==> src/rtl/frac_n_pkg.sv <==
`default_nettype none
// ============================================================================
//  Module      : frac_n_pkg
//  Description : Shared constants and controller state encoding for the
//                240/248 dual-modulus frac-N feedback divider.
//  Revision    : 1.0 - initial release
// ============================================================================
package frac_n_pkg;

  localparam int   DIV_N_LOW  = 240;
  localparam int   DIV_N_HIGH = 248;
  localparam logic SEL_DIV240 = 1'b1;
  localparam logic SEL_DIV248 = 1'b0;

  typedef enum logic [1:0] {
    IDLE  = 2'd0,
    START = 2'd1,
    RUN   = 2'd2
  } ctrl_state_t;

endpackage
`default_nettype wire

==> src/rtl/frac_n_accumulator.sv <==
`default_nettype none
// ============================================================================
//  Module      : frac_n_accumulator
//  Description : First-order phase accumulator with registered carry. One
//                step per divided output period; the carry is the modulus
//                select for the following period.
//  Revision    : 1.0 - initial release
// ============================================================================
module frac_n_accumulator #(
  parameter int FRAC_W = 16
) (
  input  logic              freq_in,
  input  logic              reset_n,
  input  logic              clr,
  input  logic              step,
  input  logic [FRAC_W-1:0] frac,
  output logic [FRAC_W-1:0] acc,
  output logic              carry
);

  logic [FRAC_W-1:0] acc_q;
  logic              carry_q;
  logic [FRAC_W:0]   sum_w;

  // One extra bit captures the overflow; the accumulator itself wraps modulo 2^FRAC_W.
  assign sum_w = {1'b0, acc_q} + {1'b0, frac};

  // Accumulate on each step; clear has priority so an abandoned run restarts from zero.
  always_ff @(posedge freq_in or negedge reset_n) begin
    if (!reset_n) begin
      acc_q   <= '0;
      carry_q <= 1'b0;
    end else if (clr) begin
      acc_q   <= '0;
      carry_q <= 1'b0;
    end else if (step) begin
      {carry_q, acc_q} <= sum_w;
    end
  end

  assign acc   = acc_q;
  assign carry = carry_q;

endmodule
`default_nettype wire

==> src/rtl/frac_n_modulus_controller.sv <==
`default_nettype none
// ============================================================================
//  Module      : frac_n_modulus_controller
//  Description : MASH-1 modulus controller for the 240/248 divider. Sequences
//                divider reset/start, detects divider output edges, steps the
//                accumulator and handles fractional-word updates.
//  Revision    : 1.0 - initial release
// ============================================================================
module frac_n_modulus_controller
  import frac_n_pkg::*;
#(
  parameter int FRAC_W     = 16,
  parameter int RST_CYCLES = 4,
  parameter int CNT_W      = 16
) (
  input  logic              freq_in,
  input  logic              reset_n,
  input  logic              enable,
  input  logic              freq_out_div,
  input  logic              cfg_valid,
  input  logic [FRAC_W-1:0] cfg_frac,
  output logic              cfg_ready,
  output logic              select_mode,
  output logic              div_reset,
  output logic              running,
  output logic [CNT_W-1:0]  period_count
);

  localparam int              SC_W    = $clog2(RST_CYCLES);
  localparam logic [SC_W-1:0] SC_LAST = SC_W'(RST_CYCLES - 1);

  ctrl_state_t       state_q, state_d;
  logic [SC_W-1:0]   scnt_q, scnt_d;
  logic              fod_q;
  logic              div_reset_q;
  logic [FRAC_W-1:0] frac_q;
  logic [FRAC_W-1:0] pend_q;
  logic              pend_vld_q;
  logic [CNT_W-1:0]  pcnt_q;

  logic              div_edge_w;
  logic              step_w;
  logic              clr_w;
  logic              xfer_w;
  logic              stay_run_w;
  logic              carry_w;
  logic [FRAC_W-1:0] acc_unused;

  assign div_edge_w = freq_out_div & ~fod_q;
  assign stay_run_w = (state_q == RUN) && (state_d == RUN);
  assign step_w     = div_edge_w && (state_q == RUN);
  // Anything not continuing in RUN (including the exit cycle) clears the run state.
  assign clr_w      = (state_d != RUN);
  assign cfg_ready  = ~pend_vld_q;
  assign xfer_w     = cfg_valid & cfg_ready;

  // State register and START-phase cycle counter.
  always_ff @(posedge freq_in or negedge reset_n) begin
    if (!reset_n) begin
      state_q <= IDLE;
      scnt_q  <= '0;
    end else begin
      state_q <= state_d;
      scnt_q  <= scnt_d;
    end
  end

  // Next-state logic: START lasts exactly RST_CYCLES cycles while enable stays high.
  always_comb begin
    state_d = state_q;
    scnt_d  = '0;
    unique case (state_q)
      IDLE: begin
        if (enable) state_d = START;
      end
      START: begin
        if (!enable)               state_d = IDLE;
        else if (scnt_q == SC_LAST) state_d = RUN;
        else                       scnt_d  = scnt_q + 1'b1;
      end
      RUN: begin
        if (!enable) state_d = IDLE;
      end
      default: state_d = IDLE;
    endcase
  end

  // Divider reset is a flop so it cannot glitch; it follows the upcoming state.
  always_ff @(posedge freq_in or negedge reset_n) begin
    if (!reset_n) begin
      div_reset_q <= 1'b1;
      fod_q       <= 1'b0;
    end else begin
      div_reset_q <= (state_d != RUN);
      fod_q       <= freq_out_div;
    end
  end

  // Fractional word: direct load outside RUN, deferred via pending register in RUN.
  always_ff @(posedge freq_in or negedge reset_n) begin
    if (!reset_n) begin
      frac_q     <= '0;
      pend_q     <= '0;
      pend_vld_q <= 1'b0;
    end else if (!stay_run_w) begin
      if (pend_vld_q) begin
        frac_q     <= pend_q;
        pend_vld_q <= 1'b0;
      end else if (xfer_w) begin
        frac_q <= cfg_frac;
      end
    end else begin
      // The edge that applies the pending word still accumulates with the old one.
      if (step_w && pend_vld_q) begin
        frac_q     <= pend_q;
        pend_vld_q <= 1'b0;
      end
      if (xfer_w) begin
        pend_q     <= cfg_frac;
        pend_vld_q <= 1'b1;
      end
    end
  end

  // Count completed divided periods since entering RUN.
  always_ff @(posedge freq_in or negedge reset_n) begin
    if (!reset_n)    pcnt_q <= '0;
    else if (clr_w)  pcnt_q <= '0;
    else if (step_w) pcnt_q <= pcnt_q + 1'b1;
  end

  frac_n_accumulator #(
    .FRAC_W (FRAC_W)
  ) u_acc (
    .freq_in (freq_in),
    .reset_n (reset_n),
    .clr     (clr_w),
    .step    (step_w),
    .frac    (frac_q),
    .acc     (acc_unused),
    .carry   (carry_w)
  );

  assign select_mode  = carry_w ? SEL_DIV240 : SEL_DIV248;
  assign div_reset    = div_reset_q;
  assign running      = (state_q == RUN);
  assign period_count = pcnt_q;

endmodule
`default_nettype wire
==> config.mk <==
export PLATFORM = sky130hd
export DESIGN_NAME = frac_n_modulus_controller
export DESIGN_NICKNAME = d
export VERILOG_FILES = /design/src/rtl/frac_n_pkg.sv /design/src/rtl/frac_n_accumulator.sv /design/src/rtl/frac_n_modulus_controller.sv
export SDC_FILE = /design/constraint.sdc
export NUM_CORES = 1
export LEC_CHECK = 0
export CAP_MARGIN = 5
export CORE_MARGIN = 2
export CORE_UTILIZATION = 30
export DETAILED_ROUTE_END_ITERATION = 12
export GPL_ROUTABILITY_DRIVEN = 0
export GPL_TIMING_DRIVEN = 1
export REMOVE_ABC_BUFFERS = 1
export SLEW_MARGIN = 25
export SYNTH_ARGS = -nofsm -noshare
export SYNTH_HDL_FRONTEND = slang
export SYNTH_SLANG_ARGS = --single-unit
==> constraint.sdc <==
create_clock -name freq_in -period 1.9 [get_ports freq_in]
set_input_delay 0.38 -clock freq_in [delete_from_list [all_inputs] [get_ports freq_in]]
set_output_delay 0.38 -clock freq_in [all_outputs]
set_load 0.05 [all_outputs]
==> out/results.ini <==
[run_status]
status = complete, but fails checks
failed_checks = setup timing

[pwr]
power.internal_w = 0.00267
power_density_nw_per_um2 = 637
switching_share_pct = 23.6
comb_power_share_pct = 10.4
p_sw_w = 0.000823
irDropWorstVdd_mv = 0.320
pwr-share-seq_pct = 46.3
clockPowerShare_pct = 43.3
power.static_leakage_nw = 2.57

[sta]
worstMarginPinSlew_ns = 0.347
hold_viol_final = 0
min_period_over_period_pct = 109
setup_slack_ns = -0.180
setup_violations = 8
max_freq_mhz = 481
tmin_final_ns = 2.08
worst_skew_ns = 0.00561
max_slew_margin_pct = 76.7
hold-worst-slack_ns = 0.432
drv_slew = 0
grt_setup_unrepaired = true

[yosys]
synth_warnings = 0
most_common_flop_cell_mapped_by_yosys = dfrtp_1
yosysSeqAreaShare_pct = 44.5
syn_area_per_cell_um2 = 10.3
synth-edff-count = 0
ys_seq_elements = 72
async_flop_share_pct = 100
synthDistinctLibCells = 61
post_synth_instance_area_um2 = 4050
synthesis.instances = 395

[floorplan]
ioPinCount = 41
die_x_um = 120
floorplan.die.height_um = 120
core_um2 = 13200
row_count = 42
design.die.area_um2 = 14400
initial_core_util_pct = 30.7

[finish]
final_cell_count_no_fill = 662
seq_cell_area_um2 = 1800
final_nets = 523
fillers = 1246
multi_input_area_um2 = 2310
design_area_um2 = 5490
insertedDiodeCount = 0
ratio_of_cells_with_drive_above_1_in_the_final_layout_pct = 30.7
syn_to_final_growth_pct = 35.4

[global_routing]
aggregate_global_routing_overflow = 0
antenna_violations_before_repair = 0
grt_start_max_net_pins = 36
all_layer_global_routing_usage_pct = 14.5
grt_first_pass_wirelength_um = 16700
vias_in_the_first_global_route = 3368

[setup_path]
worstSetupStartpointType = flip-flop
arrival_ns = 2.29
cpPeakStageDelay_ns = 0.36
critical_path.slowest_cell = dfrtp_1
crit_start = frac_q[0]
worst_r2r_src = frac_q[0]
worstSetupPathType = reg2reg
worstPathMaxFanout = 5
crit_path_cell_trace = ha_2, inv_2, fa_2, nor2b_2, o211ai_1, buf_4, a211oi_2, buf_4, o31a_1, o31ai_2
critical_path.endpoint_type = flip-flop
crit_required_ns = 2.11
crit_top_cell = buf_4

[cts]
cts_buffer_depth = 2
clock_sink_count = 72
clk_pin_slew_worst_paths_ns = 0.06
cts-buffers-inserted = 9
clockRootBuffer = clkbuf_16
cts_tree = done
cts_max_level = 3
worstSkewPairLatency_ns = 0.33

[job]
cap_violations = 0

[route]
via_count = 3304
wire_per_inst_um = 15.1
drcViolationCount = 0
wl_um = 9980
detail_route.iter0.violations = 198
dr.pass1.iters = 4
antenna_violating_nets_post_route = 0
route.detailed.vias_per_inst = 4.99

[hold_path]
holdCritPathClass = reg2reg
hold_start = scnt_q[0]

[placement]
buffer_ports.inserted = 40
post-dp-hpwl_um = 6960
place.detailed.instances = 641
dpl-instance-area_um2 = 4980

==> registers in the layout, summed over array words and instances (netlist names) <==
register,flops
state_q,2
period_count,16
u_acc.acc,16
pend_q,16
frac_q,16
scnt_q,2
fod_q,1
pend_vld_q,1
u_acc.carry,1
div_reset,1
==> per-layer routing <==
metal	wire length (µm)	vias up	track usage [%]	part of all wire [%]
met4	190	0	6.62	1.9
li1	-	1617	-	-
met2	4700	71	22.5	47
met1	4690	1599	19.5	47
met5	0	-	0	0
met3	407	17	2.69	4.1
==> kinds of logic (layout without fill, tap and decap cells) <==
family                   count (synthesis)  after routing  share of synthesized area [%]
buffers and inverters                   29            120                           3.43
multiplexers                            32             32                           8.40
XOR/XNOR                                16             16                           3.46
AND/OR/NAND/NOR                        129            129                           17.0
adder cells (fa/ha/maj)                 19             19                           6.06
flip-flops                              72             72                           44.5
AO/OA/AOI/OAI                           98             98                           17.2
==> synthesized netlist by cell type (3+ instances only) <==
cell / count / area (µm²)
nand3_1: 13 / 65.1
nor2b_1: 4 / 25.0
o211ai_1: 4 / 30.0
mux2_1: 5 / 56.3
nor2_1: 23 / 86.3
a211o_1: 4 / 35.0
nor3_2: 3 / 30.0
o21a_1: 4 / 30.0
a32o_1: 3 / 30.0
xor2_1: 8 / 70.1
or3_1: 4 / 25.0
o21ai_0: 13 / 65.1
buf_4: 3 / 22.5
and2_1: 3 / 18.8
nand2_1: 42 / 158
and4_1: 4 / 35.0
ha_1: 18 / 225
a21oi_1: 16 / 80.1
o21ai_1: 11 / 55.1
mux2_2: 11 / 124
nand4_1: 6 / 37.5
buf_2: 8 / 40.0
inv_1: 6 / 22.5
xnor2_1: 8 / 70.1
clkbuf_1: 7 / 26.3
o31ai_1: 5 / 37.5
mux2i_1: 16 / 160
a211oi_1: 12 / 90.1
dfrtp_1: 71 / 1780
a21o_1: 10 / 75.1
nor3_1: 7 / 35.0
and3_1: 8 / 50.1
==> metrics by stage <==
stage               util (%)  TNS (ns)  total power (W)  setup WS (ns)
floorplan                  -     -7.19          0.00179         -0.479
CTS                     40.8    -0.940          0.00351         -0.152
detailed placement      37.8     -6.67          0.00197         -0.251
finish                  41.6    -0.853          0.00349         -0.180
global placement        37.8     -5.47          0.00196         -0.204
global route            41.6     -1.68          0.00366         -0.275
==> power groups by stage <==
stage               Combinational, W  Sequential (W)  Clock (W)
floorplan                   0.000154         0.00163          0
global placement            0.000325         0.00164          0
detailed placement          0.000333         0.00164          0
CTS                         0.000347         0.00162    0.00155
global route                0.000407         0.00162    0.00163
finish                      0.000364         0.00162    0.00151
==> final timing paths <==
kind | slack, ns | depth (start not counted) | endpoint
max in group asynchronous | 0.87 | 3 | div_reset
setup / recovery | -0.18 | 10 | u_acc.acc[12]
min in group asynchronous | 0.47 | 2 | period_count[14]
setup reg to reg | -0.18 | 10 | u_acc.acc[12]
hold / removal | 0.43 | 1 | scnt_q[0]
hold reg to reg | 0.43 | 1 | scnt_q[0]
==> cell usage in the layout (no fill, tap or decap), types with 10 or more instances in the layout <==
cell type | synthesis | layout
nor2_1 | 23 | 23
mux2i_1 | 16 | 16
clkdlybuf4s50_1 | 0 | 19
dfrtp_1 | 71 | 71
nand3_1 | 13 | 12
buf_4 | 3 | 70
o21ai_1 | 11 | 13
nand2_1 | 42 | 42
a21oi_1 | 16 | 10
a211oi_1 | 12 | 10
a21o_1 | 10 | 10
mux2_2 | 11 | 11
o21ai_0 | 13 | 11
==> worst max-delay path: cells and delay by family (launching register included) <==
kind	cells	cell delay, ns
AOI/OAI and AO/OA	4	0.52
DFF	1	0.36
adders and majority gates	2	0.56
buffers and inverters	3	0.39
and+or+nand+nor	1	0.14
==> timing repair <==
| item | CTS | global route |
|---|---|---|
| resized for setup | 18 | 19 |
| pin swaps | 14 | 21 |
| endpoints found under the setup margin | 10 | 12 |
| hold buffers | 1 | 0 |
| hold endpoints to repair | 9 | 0 |
| setup buffers | 6 | 4 |
==> layout make-up <==
| cell class | count | share of cell area (%) |
|---|---|---|
| clock buffers | 13 | 4.56 |
| clock inverters | 1 | 0.0912 |
| inverters | 8 | 0.547 |
| multi-input cells | 294 | 42.0 |
| flip-flops and latches | 72 | 32.9 |
| well taps | 176 | 4.01 |
| repair buffers | 98 | 15.9 |
Power figures use the tool's default switching activity.
